<file path="config.mk">
export PLATFORM = sky130hd
export DESIGN_NAME = neuron_mac_accumulator
export DESIGN_NICKNAME = d
export VERILOG_FILES = /design/src/rtl/neuron_mac_accumulator.sv
export SDC_FILE = /design/constraint.sdc
export NUM_CORES = 1
export LEC_CHECK = 0
export ABC_AREA = 0
export CORE_MARGIN = 10
export CORE_UTILIZATION = 50
export CTS_CLUSTER_DIAMETER = 150
export DETAILED_ROUTE_END_ITERATION = 10
export GPL_ROUTABILITY_DRIVEN = 0
export PLACE_DENSITY_LB_ADDON = 0.1
export REMOVE_ABC_BUFFERS = 1
export SLEW_MARGIN = 20
export SYNTH_ARGS = -nofsm -noshare
export SYNTH_HDL_FRONTEND = slang
export SYNTH_SLANG_ARGS = --single-unit
</file>
<file path="constraint.sdc">
create_clock -name clk -period 2.65 [get_ports clk]
set_input_delay 0.3975 -clock clk [delete_from_list [all_inputs] [get_ports clk]]
set_output_delay 0.3975 -clock clk [all_outputs]
set_load 0.005 [all_outputs]
</file>
<file path="src/rtl/neuron_mac_accumulator.sv">
// rtl/neuron_mac_accumulator.sv - Q4.4 multiply-accumulate neuron stage with saturating valid/ready output
// Optional build macro: NEURON_MAC_ROUND_EN (round half up in FIN instead of floor truncation)
module neuron_mac_accumulator #(
   parameter int N_INPUTS  = 4,
   parameter int ACC_WIDTH = 20,
   parameter int FRAC      = 4
) (
   input  logic              clk,
   input  logic              rst,
   input  logic              in_valid,
   output logic              in_ready,
   input  logic signed [7:0] x,
   input  logic signed [7:0] w,
   input  logic signed [7:0] bias,
   output logic              out_valid,
   input  logic              out_ready,
   output logic signed [7:0] z_value
);

   typedef enum logic [1:0] {ACC, FIN, OUT} state_t;

   localparam logic [4:0]        LAST  = 5'(N_INPUTS - 1);
   localparam logic signed [7:0] Z_MAX = 8'sh7F;
   localparam logic signed [7:0] Z_MIN = 8'sh80;
`ifdef NEURON_MAC_ROUND_EN
   localparam logic signed [ACC_WIDTH:0] HALF = {{ACC_WIDTH{1'b0}}, 1'b1} <<< (FRAC - 1);
`endif

   state_t                      state;
   logic signed [ACC_WIDTH-1:0] acc;
   logic [4:0]                  count;
   logic signed [7:0]           bias_reg;

   logic signed [15:0]          product;
   logic signed [ACC_WIDTH-1:0] product_ext;
   logic signed [ACC_WIDTH:0]   bias_wide;
   logic signed [ACC_WIDTH:0]   sum;
   logic signed [ACC_WIDTH:0]   sum_adj;
   logic signed [ACC_WIDTH:0]   q;
   logic signed [7:0]           z_next;
   logic                        beat;

   assign in_ready    = (state == ACC);
   assign beat        = in_valid && in_ready;
   assign product     = x * w;
   assign product_ext = {{(ACC_WIDTH-16){product[15]}}, product};
   assign bias_wide   = {{(ACC_WIDTH-7){bias_reg[7]}}, bias_reg};

   // Final sum in Q.8, rescale to Q4.4 and clamp to the signed 8-bit range
   always_comb begin
      sum = {acc[ACC_WIDTH-1], acc} + (bias_wide <<< FRAC);
`ifdef NEURON_MAC_ROUND_EN
      sum_adj = sum + HALF;
`else
      sum_adj = sum;
`endif
      q = sum_adj >>> FRAC;
      if (!q[ACC_WIDTH] && (|q[ACC_WIDTH-1:7])) begin
         z_next = Z_MAX;
      end else if (q[ACC_WIDTH] && !(&q[ACC_WIDTH-1:7])) begin
         z_next = Z_MIN;
      end else begin
         z_next = q[7:0];
      end
   end

   // Accumulate beats, finalize once, then hold the result until downstream takes it
   always_ff @(posedge clk or negedge rst) begin
      if (!rst) begin
         state     <= ACC;
         acc       <= '0;
         count     <= '0;
         bias_reg  <= '0;
         z_value   <= '0;
         out_valid <= 1'b0;
      end else begin
         case (state)
            ACC: begin
               if (beat) begin
                  if (count == 5'd0) begin
                     bias_reg <= bias;
                     acc      <= product_ext;
                  end else begin
                     acc <= acc + product_ext;
                  end
                  if (count == LAST) begin
                     count <= '0;
                     state <= FIN;
                  end else begin
                     count <= count + 5'd1;
                  end
               end
            end
            FIN: begin
               z_value   <= z_next;
               out_valid <= 1'b1;
               state     <= OUT;
            end
            OUT: begin
               if (out_ready) begin
                  out_valid <= 1'b0;
                  acc       <= '0;
                  state     <= ACC;
               end
            end
            default: state <= ACC;
         endcase
      end
   end

endmodule

</file>
==> metrics.md, run 1 <==
| Metric | Value |
|---|---|
| Status | `complete, but fails checks` |
| Failing checks | `setup timing` |
| WP buf/inv | `5` |
| Overflow after GRT | `0` |
| Initial antenna violation count | `0` |
| First-pass GRT wire length | `27770 um` |
| Commonest non-fill, non-tap cells in the layout | `163 x buf_4, 85 x inv_1, 53 x fa_1` |
| Core ar. | `12010 sq um` |
| Crit Path Class | `input port to flop` |
| Unrepaired setup endpoints after global routing | `yes` |
| Remaining DRCs | `0` |
| Ratio of cells with drive above 1 in the final layout | `43.15%` |
| Crit-path most repeated cell | `fa_1` |
| Skew-Pair Late Insertion Delay | `290 ps` |
| Sequential cell area | `1101 sq um` |
| Fillcell total | `795` |
| Area Overhead vs Synth | `51.00%` |
| Max FO, Critical Path | `3` |
| Maxcap violations | `0` |
| Fin crit share | `219.9%` |
| IO Port Bufs | `37` |
| Final setup fails | `24` |
| Clk slew on worst S/H paths | `60 ps` |
| Worst-case clock skew | `9.574 ps` |
| I/O pin cnt | `38` |
| Gr usage total | `19.88%` |
| WP data required | `2820 ps` |
| Root Driver | `clkbuf_16` |
| Yosys warning count | `0` |
| Max reg flops | `20` |
| Commonest register cell after synthesis | `dfrtp_1` |
| Hpwl dp | `12570 um` |
| Vias post-DR | `5793` |
| Number of synthesized flops with an enable pin | `0` |
| Slowest cell delay on critical path | `560 ps` |
| Crit path launch type | `input port` |
| Mean routed wirelength per cell | `16.65 um` |
| H-tree levels | `2` |
| Clock Sinks | `44` |
| FF+latch count, synth | `44` |
| Top delay family on crit path | `adder cells` |
| DRT Pass-1 Iters | `4` |
| Mean post-synth cell area | `8.860 sq um` |
| Setup ws final | `-3177 ps` |
| Routed vias/inst | `5.429` |
| Initial drt markers | `266` |
| Register area share after synthesis | `17.96%` |
| Hold WS | `104.1 ps` |
| Final Hold Viols | `0` |
| Max Buffers Root-to-Sink | `2` |
| Cell count after synthesis | `692` |
| Largest net degree at the start of global routing | `45` |
| Die height | `130.7 um` |
| Netlist cell types | `67` |
| Crit path capture type | `flop` |
| Rows | `40` |
| Die X | `130.7 um` |
| Nets | `1072` |
| Slowest cell on crit path | `fa_1` |
| N_diodes | `0` |
| Crit path DAT | `6000 ps` |
| Ys async rst share | `100.0%` |
| Leading cell type in the layout, fill and taps excluded | `buf_4` |
| Die footprint | `17090 sq um` |
| TritonCTS clock tree | `built` |
| Post-route ant nets | `0` |
| Fmax | `171.6 MHz` |
| Synth Cell Area | `6131 sq um` |
| Max-Slew Margin vs Limit | `44.74%` |
| Slew of the pin with the lowest slew margin | `828.9 ps` |
| Multi-input logic area | `5488 sq um` |
| Wirelength, routed | `17760 um` |
| Vias in the first global route | `6066` |
| Crit path time final | `5827 ps` |
| Final Max Slew Viols | `0` |
| Initial Util | `51.04%` |
| Hold crit path type | `input port to asynchronous set/reset pin` |
| Cts bufs inserted | `5` |
==> worst paths after layout <==
check | start | to | slack [ps] | depth (start not counted)
max | x[4] | acc[19]$_DFFE_PN0P_ | -3180 | 28
min | rst | state[1]$_DFFE_PN0P_ | 100 | 1
max reg2reg | bias_reg[7]$_DFFE_PN0P_ | z_value[1]$_DFFE_PN0P_ | -280 | 10
min reg2reg | z_value[7]$_DFFE_PN0P_ | z_value[7]$_DFFE_PN0P_ | 490 | 1
max in group asynchronous | rst | acc[15]$_DFFE_PN0P_ | 2160 | 1
min in group clk | z_value[7]$_DFFE_PN0P_ | z_value[7]$_DFFE_PN0P_ | 490 | 1
==> what timing repair did <==
action / CTS / global route
pin swaps: 124 / 69
resized for setup: 239 / 69
endpoints found under the setup margin: 25 / 25
buffers inserted: 51 / 13
hold buffers: 0 / 0
endpoints found under the hold margin: 0 / 0
==> logic make-up after synthesis <==
| logic type | count (synthesis) | share of synthesized area (%) |
|---|---|---|
| buf+inv | 116 | 7.225 |
| xor+xnor | 39 | 5.571 |
| simple gates | 214 | 18.31 |
| mux | 15 | 2.633 |
| fa+ha+maj | 124 | 32.29 |
| flops | 44 | 17.96 |
| compound gates | 140 | 16.02 |
==> final cells by class <==
| type | count | share of cell area (%) |
|---|---|---|
| Tap cell | 147 | 1.987 |
| Multi-Input combinational cell | 532 | 59.28 |
| Timing Repair Buffer | 232 | 21.07 |
| Clock inverter | 2 | 0.1352 |
| Inverter | 105 | 4.284 |
| Clock buffer | 5 | 1.352 |
| Sequential cell | 44 | 11.89 |
==> per-stage QoR <==
step / setup WS [ps] / setup TNS [ps] / utilization (%) / std cells / area (sq um)
2_1_floorplan: -3348 / -35660 / - / 681 / 6082
3_3_place_gp: -3931 / -51380 / 64.77 / 1018 / 7780
3_5_place_dp: -4118 / -53820 / 64.77 / 1018 / 7780
4_1_cts: -3096 / -35960 / 73.71 / 1059 / 8853
5_1_grt: -3398 / -41580 / 77.07 / 1067 / 9258
6_report: -3177 / -38240 / 77.07 / 1067 / 9258
==> Yosys cell counts, drive strengths merged, types with 3 or more instances <==
master / count / area, sq um
xor2: 11 / 96.34
a211oi: 4 / 35.03
nand3: 9 / 45.04
mux2i: 6 / 60.06
ha: 67 / 838.3
xnor2: 28 / 245.2
and2: 57 / 359.1
fa: 57 / 1141
buf: 3 / 18.77
a22o: 7 / 61.31
nand2: 48 / 180.2
o2111ai: 4 / 41.29
a41oi: 3 / 33.79
nand4: 6 / 37.54
o21bai: 6 / 45.04
dfrtp: 44 / 1101
and3: 5 / 32.53
mux2: 9 / 101.4
nor2: 35 / 133.9
inv: 105 / 394.1
nor3: 13 / 65.06
o311ai: 3 / 26.28
a21o: 14 / 105.1
nor2b: 17 / 106.4
o211ai: 3 / 27.52
o21ai: 29 / 145.1
or3: 3 / 18.77
nand2b: 9 / 56.30
a21oi: 40 / 207.7
or2: 6 / 37.53
o22a: 7 / 61.31
clkbuf: 8 / 30.03
==> routing by layer <==
layer	track usage, %	vias up	share of wire (%)
met2	38.00	127	53
met3	1.450	48	3.2
li1	-	2777	-
met1	22.25	2841	41
met4	7.914	0	3.7
met5	0	-	0
Power of run 1 is left out: the tool's default activity adds up to more than one toggle a clock period on the data nets, which glitch-free logic cannot reach.
==> run 2, diff against run 1 <==
--- a/config.mk
+++ b/config.mk
@@ -13,7 +13,6 @@
 export GPL_ROUTABILITY_DRIVEN = 0
 export PLACE_DENSITY_LB_ADDON = 0.1
 export REMOVE_ABC_BUFFERS = 1
-export SLEW_MARGIN = 20
 export SYNTH_ARGS = -nofsm -noshare
 export SYNTH_HDL_FRONTEND = slang
 export SYNTH_SLANG_ARGS = --single-unit
==> metrics.md, run 2 (synthesis gave the netlist of run 1 again) <==
| Metric | Value |
|---|---|
| Routed vias/inst | `5.429` |
| First-pass GRT wire length | `27770 um` |
| Initial Util | `51.04%` |
| Area Overhead vs Synth | `50.96%` |
| Unrepaired setup endpoints after global routing | `yes` |
| Remaining DRCs | `0` |
| H-tree levels | `2` |
| Max reg flops | `20` |
| DRT Pass-1 Iters | `4` |
| Worst-case clock skew | `9.574 ps` |
| Max-Slew Margin vs Limit | `33.84%` |
| Nets | `1072` |
| Hpwl dp | `12570 um` |
| Max FO, Critical Path | `3` |
| Largest net degree at the start of global routing | `45` |
| IO Port Bufs | `37` |
| Maxcap violations | `0` |
| Top delay family on crit path | `adder cells` |
| TritonCTS clock tree | `built` |
| Mean routed wirelength per cell | `16.64 um` |
| Clock Sinks | `44` |
| Die height | `130.7 um` |
| Leading cell type in the layout, fill and taps excluded | `buf_4` |
| Cts bufs inserted | `5` |
| Slowest cell on crit path | `fa_1` |
| Core ar. | `12010 sq um` |
| Fmax | `171.6 MHz` |
| Initial antenna violation count | `0` |
| Status | `complete, but fails checks` |
| Post-route ant nets | `0` |
| WP buf/inv | `5` |
| Routing usage on met3 | `1.450%` |
| Met2 usage | `38.00%` |
| Gr usage total | `19.88%` |
| Root Driver | `clkbuf_16` |
| Crit path DAT | `6000 ps` |
| Rows | `40` |
| Final Hold Viols | `0` |
| I/O pin cnt | `38` |
| Setup ws final | `-3177 ps` |
| Fin crit share | `219.9%` |
| Vias in the first global route | `6066` |
| Busiest layer in global routing | `met2` |
| Fin area | `9255 sq um` |
| N_diodes | `0` |
| Failing checks | `setup timing` |
| Die X | `130.7 um` |
| Slew of the pin with the lowest slew margin | `992.4 ps` |
| Ratio of cells with drive above 1 in the final layout | `43.15%` |
| Clk slew on worst S/H paths | `60 ps` |
| Setup_tns | `-38240 ps` |
| Pre-CTS setup slack | `-4118 ps` |
| Hold crit path type | `input port to asynchronous set/reset pin` |
| Crit-path most repeated cell | `fa_1` |
| Overflow after GRT | `0` |
| Crit path launch type | `input port` |
| Slowest cell delay on critical path | `560 ps` |
| Final setup fails | `24` |
| Crit Path Class | `input port to flop` |
| DP Area | `7780 sq um` |
| Final Max Slew Viols | `0` |
| Crit path time final | `5827 ps` |
| WP data required | `2820 ps` |
| Skew-Pair Late Insertion Delay | `290 ps` |
| Vias post-DR | `5793` |
| Initial drt markers | `266` |
| Max Buffers Root-to-Sink | `2` |
| Met1 Usage GRT | `22.25%` |
| Wirelength, routed | `17760 um` |
| Die footprint | `17090 sq um` |
| Commonest non-fill, non-tap cells in the layout | `162 x buf_4, 85 x inv_1, 53 x fa_1` |
| Crit path capture type | `flop` |
## run 2: metal layers
metal,vias to the layer above,share of wire (%)
met2,127,53
li1,2777,-
met3,48,3.2
met1,2841,41
met5,-,0
met4,0,3.7
## run 2: worst paths after layout
path	start	slack [ps]	depth (start not counted)	endpoint
worst min register to register	z_value[7]$_DFFE_PN0P_	490	1	z_value[7]$_DFFE_PN0P_
min in group clk	z_value[7]$_DFFE_PN0P_	490	1	z_value[7]$_DFFE_PN0P_
worst max register to register	bias_reg[7]$_DFFE_PN0P_	-280	10	z_value[1]$_DFFE_PN0P_
max in group asynchronous	rst	1760	1	acc[15]$_DFFE_PN0P_
worst min-delay path	rst	280	1	state[1]$_DFFE_PN0P_
worst max-delay path	x[4]	-3180	28	acc[19]$_DFFE_PN0P_
## run 2: area by class of cell
cell class	instances	area, sq um
Multi-Input combinational cell	532	5488
Clock inverter	2	12.51
Tap cell	147	183.9
Inverter	105	396.6
Timing Repair Buffer	232	1948
Sequential cell	44	1101
Fill cell	796	2756
Clock buffer	5	125.1
## run 2: what timing repair did
action                     CTS  global route
hold buffers                 0             0
gates resized for setup    239            69
pin swaps                  124            69
buffers inserted            51            13
setup endpoints to repair   25            25
## run 2: stage by stage
step | util (%) | hold slack [ps] | instances
floorplan | - | 101.9 | 681
global placement | 64.77 | 460.4 | 1018
detailed placement | 64.77 | 479.5 | 1018
CTS | 73.71 | 310.3 | 1059
global route | 77.05 | 361.4 | 1067
finish | 77.05 | 276.8 | 1067
Power of run 2 is left out for the same reason.
